File: src/rtl/ac97_playback_fifo.sv
// Playback sample FIFO between the DMA read engine and the AC'97 downlink framer.
// Buffers 32-bit stereo words and hands one 20-bit left/right slot pair to the framer per frame request.
module ac97_playback_fifo #(
    parameter int depth_log2 = 4
) (
    input  logic                  sys_clk,
    input  logic                  sys_rst_n,
    input  logic                  en,
    input  logic                  in_stb,
    input  logic [31:0]           in_data,
    output logic                  in_ready,
    input  logic [depth_log2:0]   low_water,
    output logic                  refill_req,
    output logic [depth_log2:0]   level,
    input  logic                  next_frame,
    output logic                  pcmleft_valid,
    output logic [19:0]           pcmleft,
    output logic                  pcmright_valid,
    output logic [19:0]           pcmright,
    output logic                  underrun,
    input  logic                  underrun_clr
);

    localparam int LW = depth_log2 + 1;
    localparam int DEPTH = 1 << depth_log2;
    localparam logic [LW-1:0] DEPTH_LVL = LW'(DEPTH);

    logic [31:0]           mem_q [DEPTH];
    logic [depth_log2-1:0] wr_ptr_q, wr_ptr_d;
    logic [depth_log2-1:0] rd_ptr_q, rd_ptr_d;
    logic [LW-1:0]         level_q, level_d;
    logic                  valid_q, valid_d;
    logic [19:0]           pcmleft_q, pcmleft_d;
    logic [19:0]           pcmright_q, pcmright_d;
    logic                  underrun_q, underrun_d;
    logic                  refill_q, refill_d;

    logic        full, empty;
    logic        ready_c;
    logic        push, pop_req, pop, starve;
    logic [31:0] rd_word;

    always_comb begin
        full    = (level_q == DEPTH_LVL);
        empty   = (level_q == '0);
        // Held low during reset so no handshake completes while the block is being cleared.
        ready_c = en & ~full & sys_rst_n;
        push    = in_stb & ready_c;
        pop_req = next_frame & en;
        pop     = pop_req & ~empty;
        starve  = pop_req & empty;
        rd_word = mem_q[rd_ptr_q];
    end

    always_comb begin
        wr_ptr_d   = wr_ptr_q;
        rd_ptr_d   = rd_ptr_q;
        level_d    = level_q;
        valid_d    = valid_q;
        pcmleft_d  = pcmleft_q;
        pcmright_d = pcmright_q;

        if (!en) begin
            wr_ptr_d   = '0;
            rd_ptr_d   = '0;
            level_d    = '0;
            valid_d    = 1'b0;
            pcmleft_d  = '0;
            pcmright_d = '0;
        end else begin
            if (push) begin
                wr_ptr_d = wr_ptr_q + 1'b1;
            end
            if (pop) begin
                rd_ptr_d   = rd_ptr_q + 1'b1;
                valid_d    = 1'b1;
                pcmleft_d  = {rd_word[31:16], 4'h0};
                pcmright_d = {rd_word[15:0], 4'h0};
            end else if (starve) begin
                valid_d    = 1'b0;
                pcmleft_d  = '0;
                pcmright_d = '0;
            end
            level_d = level_q + LW'(push) - LW'(pop);
        end

        // A fresh underrun outranks a simultaneous clear; disabled playback never starves.
        underrun_d = underrun_q;
        if (starve) begin
            underrun_d = 1'b1;
        end else if (underrun_clr) begin
            underrun_d = 1'b0;
        end

        refill_d = en & (level_d <= low_water);
    end

    always_ff @(posedge sys_clk) begin
        if (!sys_rst_n) begin
            wr_ptr_q   <= '0;
            rd_ptr_q   <= '0;
            level_q    <= '0;
            valid_q    <= 1'b0;
            pcmleft_q  <= '0;
            pcmright_q <= '0;
            underrun_q <= 1'b0;
            refill_q   <= 1'b0;
        end else begin
            wr_ptr_q   <= wr_ptr_d;
            rd_ptr_q   <= rd_ptr_d;
            level_q    <= level_d;
            valid_q    <= valid_d;
            pcmleft_q  <= pcmleft_d;
            pcmright_q <= pcmright_d;
            underrun_q <= underrun_d;
            refill_q   <= refill_d;
        end
    end

    // Storage needs no reset; push is already gated off while reset is asserted.
    always_ff @(posedge sys_clk) begin
        if (push) begin
            mem_q[wr_ptr_q] <= in_data;
        end
    end

    assign in_ready       = ready_c;
    assign refill_req     = refill_q;
    assign level          = level_q;
    assign pcmleft_valid  = valid_q;
    assign pcmright_valid = valid_q;
    assign pcmleft        = pcmleft_q;
    assign pcmright       = pcmright_q;
    assign underrun       = underrun_q;

endmodule

File: config.mk
export PLATFORM = sky130hd
export DESIGN_NAME = ac97_playback_fifo
export DESIGN_NICKNAME = d
export VERILOG_FILES = /design/src/rtl/ac97_playback_fifo.sv
export SDC_FILE = /design/constraint.sdc
export NUM_CORES = 1
export LEC_CHECK = 0
export CORE_MARGIN = 3
export CORE_UTILIZATION = 50
export DETAILED_ROUTE_END_ITERATION = 6
export PLACE_DENSITY = 0.67
export SLEW_MARGIN = 0
export SYNTH_ARGS = -nofsm -noshare
export SYNTH_HDL_FRONTEND = slang
export SYNTH_SLANG_ARGS = --single-unit
export TNS_END_PERCENT = 1
File: constraint.sdc
create_clock -name sys_clk -period 8.3 [get_ports sys_clk]
set_clock_uncertainty 0.05 [all_clocks]
set_input_delay 1.66 -clock sys_clk [delete_from_list [all_inputs] [get_ports sys_clk]]
set_output_delay 1.66 -clock sys_clk [all_outputs]
set_load 0.05 [all_outputs]
==> results_dict.tcl <==
set metrics [dict create \
    status "finished, final reports clean" \
    numCtsBuffers 54 \
    crit_buf_inv 2 \
    dp_hpwl_um 23900 \
    fmax_ghz 0.183 \
    die_x_um 213 \
    arrival_ns 3.75 \
    synth_top_area_share_pct 71.7 \
    dieArea_um2 45400 \
    core_um2 42100 \
    required_ns 6.59 \
    clock_sinks 564 \
    cts_root_buffer "clkbuf_16" \
    slew_headroom_pct 29.2 \
    syn-cell-area_um2 21400 \
    final_nets 1176 \
    holdBufCountCts 0 \
    async_reset_ff_share_pct 0 \
    overflow 0 \
    ff2ff_setup_slack_ns 4.34 \
    area_growth_pct 14.8 \
    hold_violations 0 \
    maxSlewViolCount 0 \
    cp_common_cell "clkdlybuf4s50_1" \
    vias 9951 \
    drt_iter0_drc 816 \
    final_common_cell "edfxtp_1" \
    crit_fanout 18 \
    gp_congestion 0.755 \
    nFillCells 3038 \
    rsz0062_at_grt "no" \
    port_buffers 84 \
    syn_area_per_cell_um2 21.5 \
    vias_per_cell 5.85 \
    grt_pass1_wl_um 66300 \
    met2_usage_pct 32.8 \
    slowest_delay_ns 0.83 \
    post-cts-setup-buffers 0 \
    grt_usage_pct 19.9 \
    endpoint_kind "primary output" \
    hp-class "register to register" \
    drc 0 \
    min_period_over_period_pct 65.8 \
    setup-violations-final 0 \
    synth_enable_flop_cells 512 \
    clk_latency_ns 0.59 \
    start_util_pct 50.9 \
    synth_top_cell_by_area "edfxtp_1" \
    drt_wl_total_um 43600 \
    ant_nets 0 \
    peakVddDrop_mv 0.198 \
    synth_seq_area_share_pct 76.6 \
    drv_cap 0 \
    synth_warnings 0 \
    grt_util_met1_pct 28.1 \
    syn-instance-count 999 \
    fin_setup_tns_ns 0 \
    critical-path-slowest-cell "clkdlybuf4s50_1" \
    period_needed_ns 5.46 \
    cts_max_level 2 \
    setup.worst_path.start_class "primary input" \
    worst_pin_slew_ns 1.06 \
    synth_area_leaders "edfxtp_1, mux4_2, dfxtp_1, a22oi_1, mux2_2" \
    cts_resized 0 \
    dr.pass1.iters 5 \
    ys_ff_latch 564 \
    power_density_nw_per_um2 229 \
    ys.flop_type "edfxtp_1" \
    crit_family "buffers and inverters" \
    cts_tree "yes" \
    num_io_pins 93 \
    first_global_vias 10400 \
    synth_cell_types 41 \
    path_cells "clkdlybuf4s50_1 > nand2_2 > a21oi_1 > clkdlybuf4s50_1" \
    die_h_um 213 \
    layout_common_cells "edfxtp_1, mux4_2, clkdlybuf4s50_1" \
    clock_path_buffers 3 \
    grt_max_degree 91 \
    leakagePower_nw 7.74 \
    antenna_found_initial 1 \
    met3_usage_pct 3.63 \
    row_count 75 \
    drive_gt1_share_pct 24.6 \
    top_usage_layer "met2" \
    cts.clk_slew.worst_paths_ns 0.06 \
    wl_per_cell_um 25.7 \
    criticalPathCategory "primary input to primary output" \
    fin_util_pct 58.4 \
]
final cells by class:
cell class / count / area (um2) / area share, %
diodes: 1 / 2.50 / 0.0102
flip-flops and latches: 564 / 16400 / 66.7
well taps: 539 / 674 / 2.74
repair buffers: 111 / 1060 / 4.29
multi-input cells: 370 / 4780 / 19.4
inverters: 15 / 56.3 / 0.229
clock inverters: 24 / 168 / 0.681
clock buffers: 77 / 1460 / 5.93
synth_stat cells (all sizes together), types with 2 or more instances:
cell type,instances
a21oi,4
a22oi,64
and2,5
and3,6
buf,39
clkbuf,18
dfxtp,52
edfxtp,512
ha,16
inv,15
mux2,32
mux4,128
nand2,43
nand2b,3
nand4,2
nor2,25
nor2b,4
nor3,6
nor4b,2
xnor2,4
xor2,6
metrics by stage:
step           instance area, um2  std cells  hold slack, ns  setup slack (ns)  power, mW
5_1_grt                     24600       1701           0.472              2.56       5.84
2_1_floorplan               21500       1006           0.435              3.09       3.34
3_5_place_dp                23000       1599           0.433              2.37       3.44
4_1_cts                     24600       1700           0.447              2.79       5.70
3_3_place_gp                23000       1599           0.424              2.46       3.43
6_report                    24600       1701           0.444              2.84       5.64
report_power, final:
group	switching, mW	internal, mW
logic	0.146	0.0988
registers	0.0148	3.11
clock network	0.989	1.28
final timing paths:
check | start | to | depth (start not counted)
max | en | in_ready | 4
min | pcmleft[10]$_SDFFE_PN0P_ | pcmleft[10]$_SDFFE_PN0P_ | 2
max reg2reg | level[2]$_SDFF_PN0_ | refill_req$_SDFF_PN0_ | 19
min reg2reg | pcmleft[10]$_SDFFE_PN0P_ | pcmleft[10]$_SDFFE_PN0P_ | 2
worst min-delay path, delay by kind of cell (launching register included):
family	cells	cell delay (ns)
AOI/OAI and AO/OA	1	0.08
DFF	1	0.33
and+or+nand+nor	1	0.06
sequential cells by signal, summed over array words and instances, names as in the netlist, named ones only:
| register | cells |
|---|---|
| wr_ptr_q | 4 |
| level | 5 |
| refill_req | 1 |
| pcmleft | 16 |
| mem_q | 512 |
| underrun | 1 |
| pcmright | 16 |
| rd_ptr_q | 4 |
| pcmleft_valid | 1 |
metal layers:
metal / up-vias / share of wire [%]
met4: 0 / 2.1
met5: - / 0
li1: 4349 / -
met3: 56 / 5.5
met1: 5249 / 43
met2: 297 / 50
logic make-up (layout without fill, tap and decap cells):
logic type                 count (synthesis)  count (layout)  synth area share, %
xor gates and xnor gates                  10              10                0.409
and+or+nand+nor                           98              98                 2.26
adders and majority gates                 17              17                 1.03
buffers and inverters                     72             227                 1.87
DFF                                      564             564                 76.6
AOI/OAI and AO/OA                         76              76                 2.65
other                                      1               9               0.0175
muxes                                    161             161                 15.2
(Power assumes the default switching activity.)
==> edit, RTL diff (same settings) <==
The parameter `depth_log2` goes from 4 to 5.
--- a/src/rtl/ac97_playback_fifo.sv
+++ b/src/rtl/ac97_playback_fifo.sv
@@ -1,7 +1,7 @@
 // Playback sample FIFO between the DMA read engine and the AC'97 downlink framer.
 // Buffers 32-bit stereo words and hands one 20-bit left/right slot pair to the framer per frame request.
 module ac97_playback_fifo #(
-    parameter int depth_log2 = 4
+    parameter int depth_log2 = 5
 ) (
     input  logic                  sys_clk,
     input  logic                  sys_rst_n,
Ports: changed (resized level and low_water); port bits go from 93 to 95. No check against the original RTL was run, so the function may have changed too.
==> edit against the original RTL <==
- total power is 110% higher
- count of clock-buffer cells in the layout is 63 higher
- worst setup slack got worse by 0.14 ns
- cell area up 94%
- synthesized area grew 96%
- global-route usage up 3.8 points
- sequential cell count rose by 516
- wire length increased by 130%
- critical path type unchanged
- largest power group unchanged
- highest routed layer unchanged
==> edit: results (changes against the original RTL) <==
Outcome = complete, no violations (unchanged)
Drt pass-1 iters = 6 (was 5)
Worst relative slew slack = 6.36% (was 29.2%)
P_int = 9.08 mW (was 4.49 mW)
DRT met1 WL = 41100 microns (was 18600 microns)
TritonCTS Buffers = 107 (was 54)
Port Buf Inserts = 86 (was 84)
M2 GR Usage = 38.9% (was 32.8%)
Crit path DAT = 3.89 ns (was 3.75 ns)
Synth unique cells = 53 (was 41)
Root Driver = clkbuf_16 (unchanged)
Post-synth EDFFs = 1024 (was 512)
Fin cells = 3422 (was 1701)
Routing usage on met3 = 3.22% (was 3.63%)
Layout cells sized above 1 = 18.3% (was 24.6%)
Antenna Cells = 0 (was 1)
Max layer used = met4 (unchanged)
Largest net degree at the start of global routing = 147 (was 91)
Synth Area in Compound Gates = 4.26% (was 2.65%)
DR vias = 21200 (was 9951)
GRT Total Usage = 23.8% (was 19.9%)
Crit path max-delay family = buffers and inverters (unchanged)
NumNets Final = 2328 (was 1176)
Synth top cells by count = 1024 x edfxtp_1, 224 x mux2i_1, 160 x mux4_2 (was 512 x edfxtp_1, 128 x mux4_2, 63 x a22oi_1)
Metal3 WL = 7570 microns (was 2390 microns)
M1 GR Usage = 33.3% (was 28.1%)
Clock Path Buffers = 3 (unchanged)
Post-Place Cells = 3224 (was 1599)
Largest Register = mem_q (unchanged)
Sequential share of the synthesized area = 76.0% (was 76.6%)
Dpl hpwl = 61400 microns (was 23900 microns)
Gpl congestion = 0.873 (was 0.755)
Post-synthesis mux area share = 13.9% (was 15.2%)
Final wirelength = 103000 microns (was 43600 microns)
Worst skew pair latency = 0.66 ns (was 0.59 ns)
Post-Place Setup Slack = 2.32 ns (was 2.37 ns)
CP max FO = 41 (was 18)
Clock transition at path regs = 0.06 ns (about the same)
Post-Synth XOR/XNOR Area = 0.209% (was 0.409%)
Placed standard-cell area = 44100 sq um (was 23000 sq um)
Area contributors post-synth = edfxtp_1 73%, mux4_2 8.6%, mux2i_1 5.3%, dfxtp_1 2.7%, a22oi_1 1.2% (was edfxtp_1 72%, mux4_2 13%, dfxtp_1 4.9%, a22oi_1 2.2%, mux2_2 1.7%)
Cells after synthesis = 2142 (was 999)
First-pass GRT wire length = 149000 microns (was 66300 microns)
Adder-Cell Fraction of Synth Area = 0.645% (was 1.03%)
H-tree levels = 3 (was 2)
Maximum vdd ir drop = 0.188 mV (was 0.198 mV)
Leakage = 14.5 nW (was 7.74 nW)
Largest register FFs = 1024 (was 512)
Initial DRC Count = 2374 (was 816)
Metal2 WL = 50400 microns (was 21700 microns)
Fill cell count = 5912 (was 3038)
Worst stage delay on the critical path = 0.83 ns (about the same)
## edit: final cells by class
cell class	count	area, sq um	share of cell area, %
clock buffer	140	2940	6.18
tap	1070	1340	2.81
inverter	19	71.3	0.150
timing repair buffer	134	1240	2.60
clock inverter	58	616	1.29
multi-input combinational	921	9570	20.1
sequential	1080	31900	66.9
## edit: power groups by stage
stage	registers, mW	clock network [mW]	logic (mW)
floorplan	6.18	0	0.364
global placement	6.13	0	0.673
detailed placement	6.13	0	0.689
CTS	6.02	4.92	0.692
global route	6.02	5.16	0.740
finish	6.02	4.87	0.691
## edit: worst paths after layout
kind	slack, ns	to	startpoint
min	0.46	flip-flop	rd_ptr_q[1]$_SDFFE_PN0N_
max reg2reg	3.73	refill_req$_SDFF_PN0_	level[2]$_SDFF_PN0_
min reg2reg	0.46	flip-flop	rd_ptr_q[1]$_SDFFE_PN0N_
max	2.70	in_ready	en
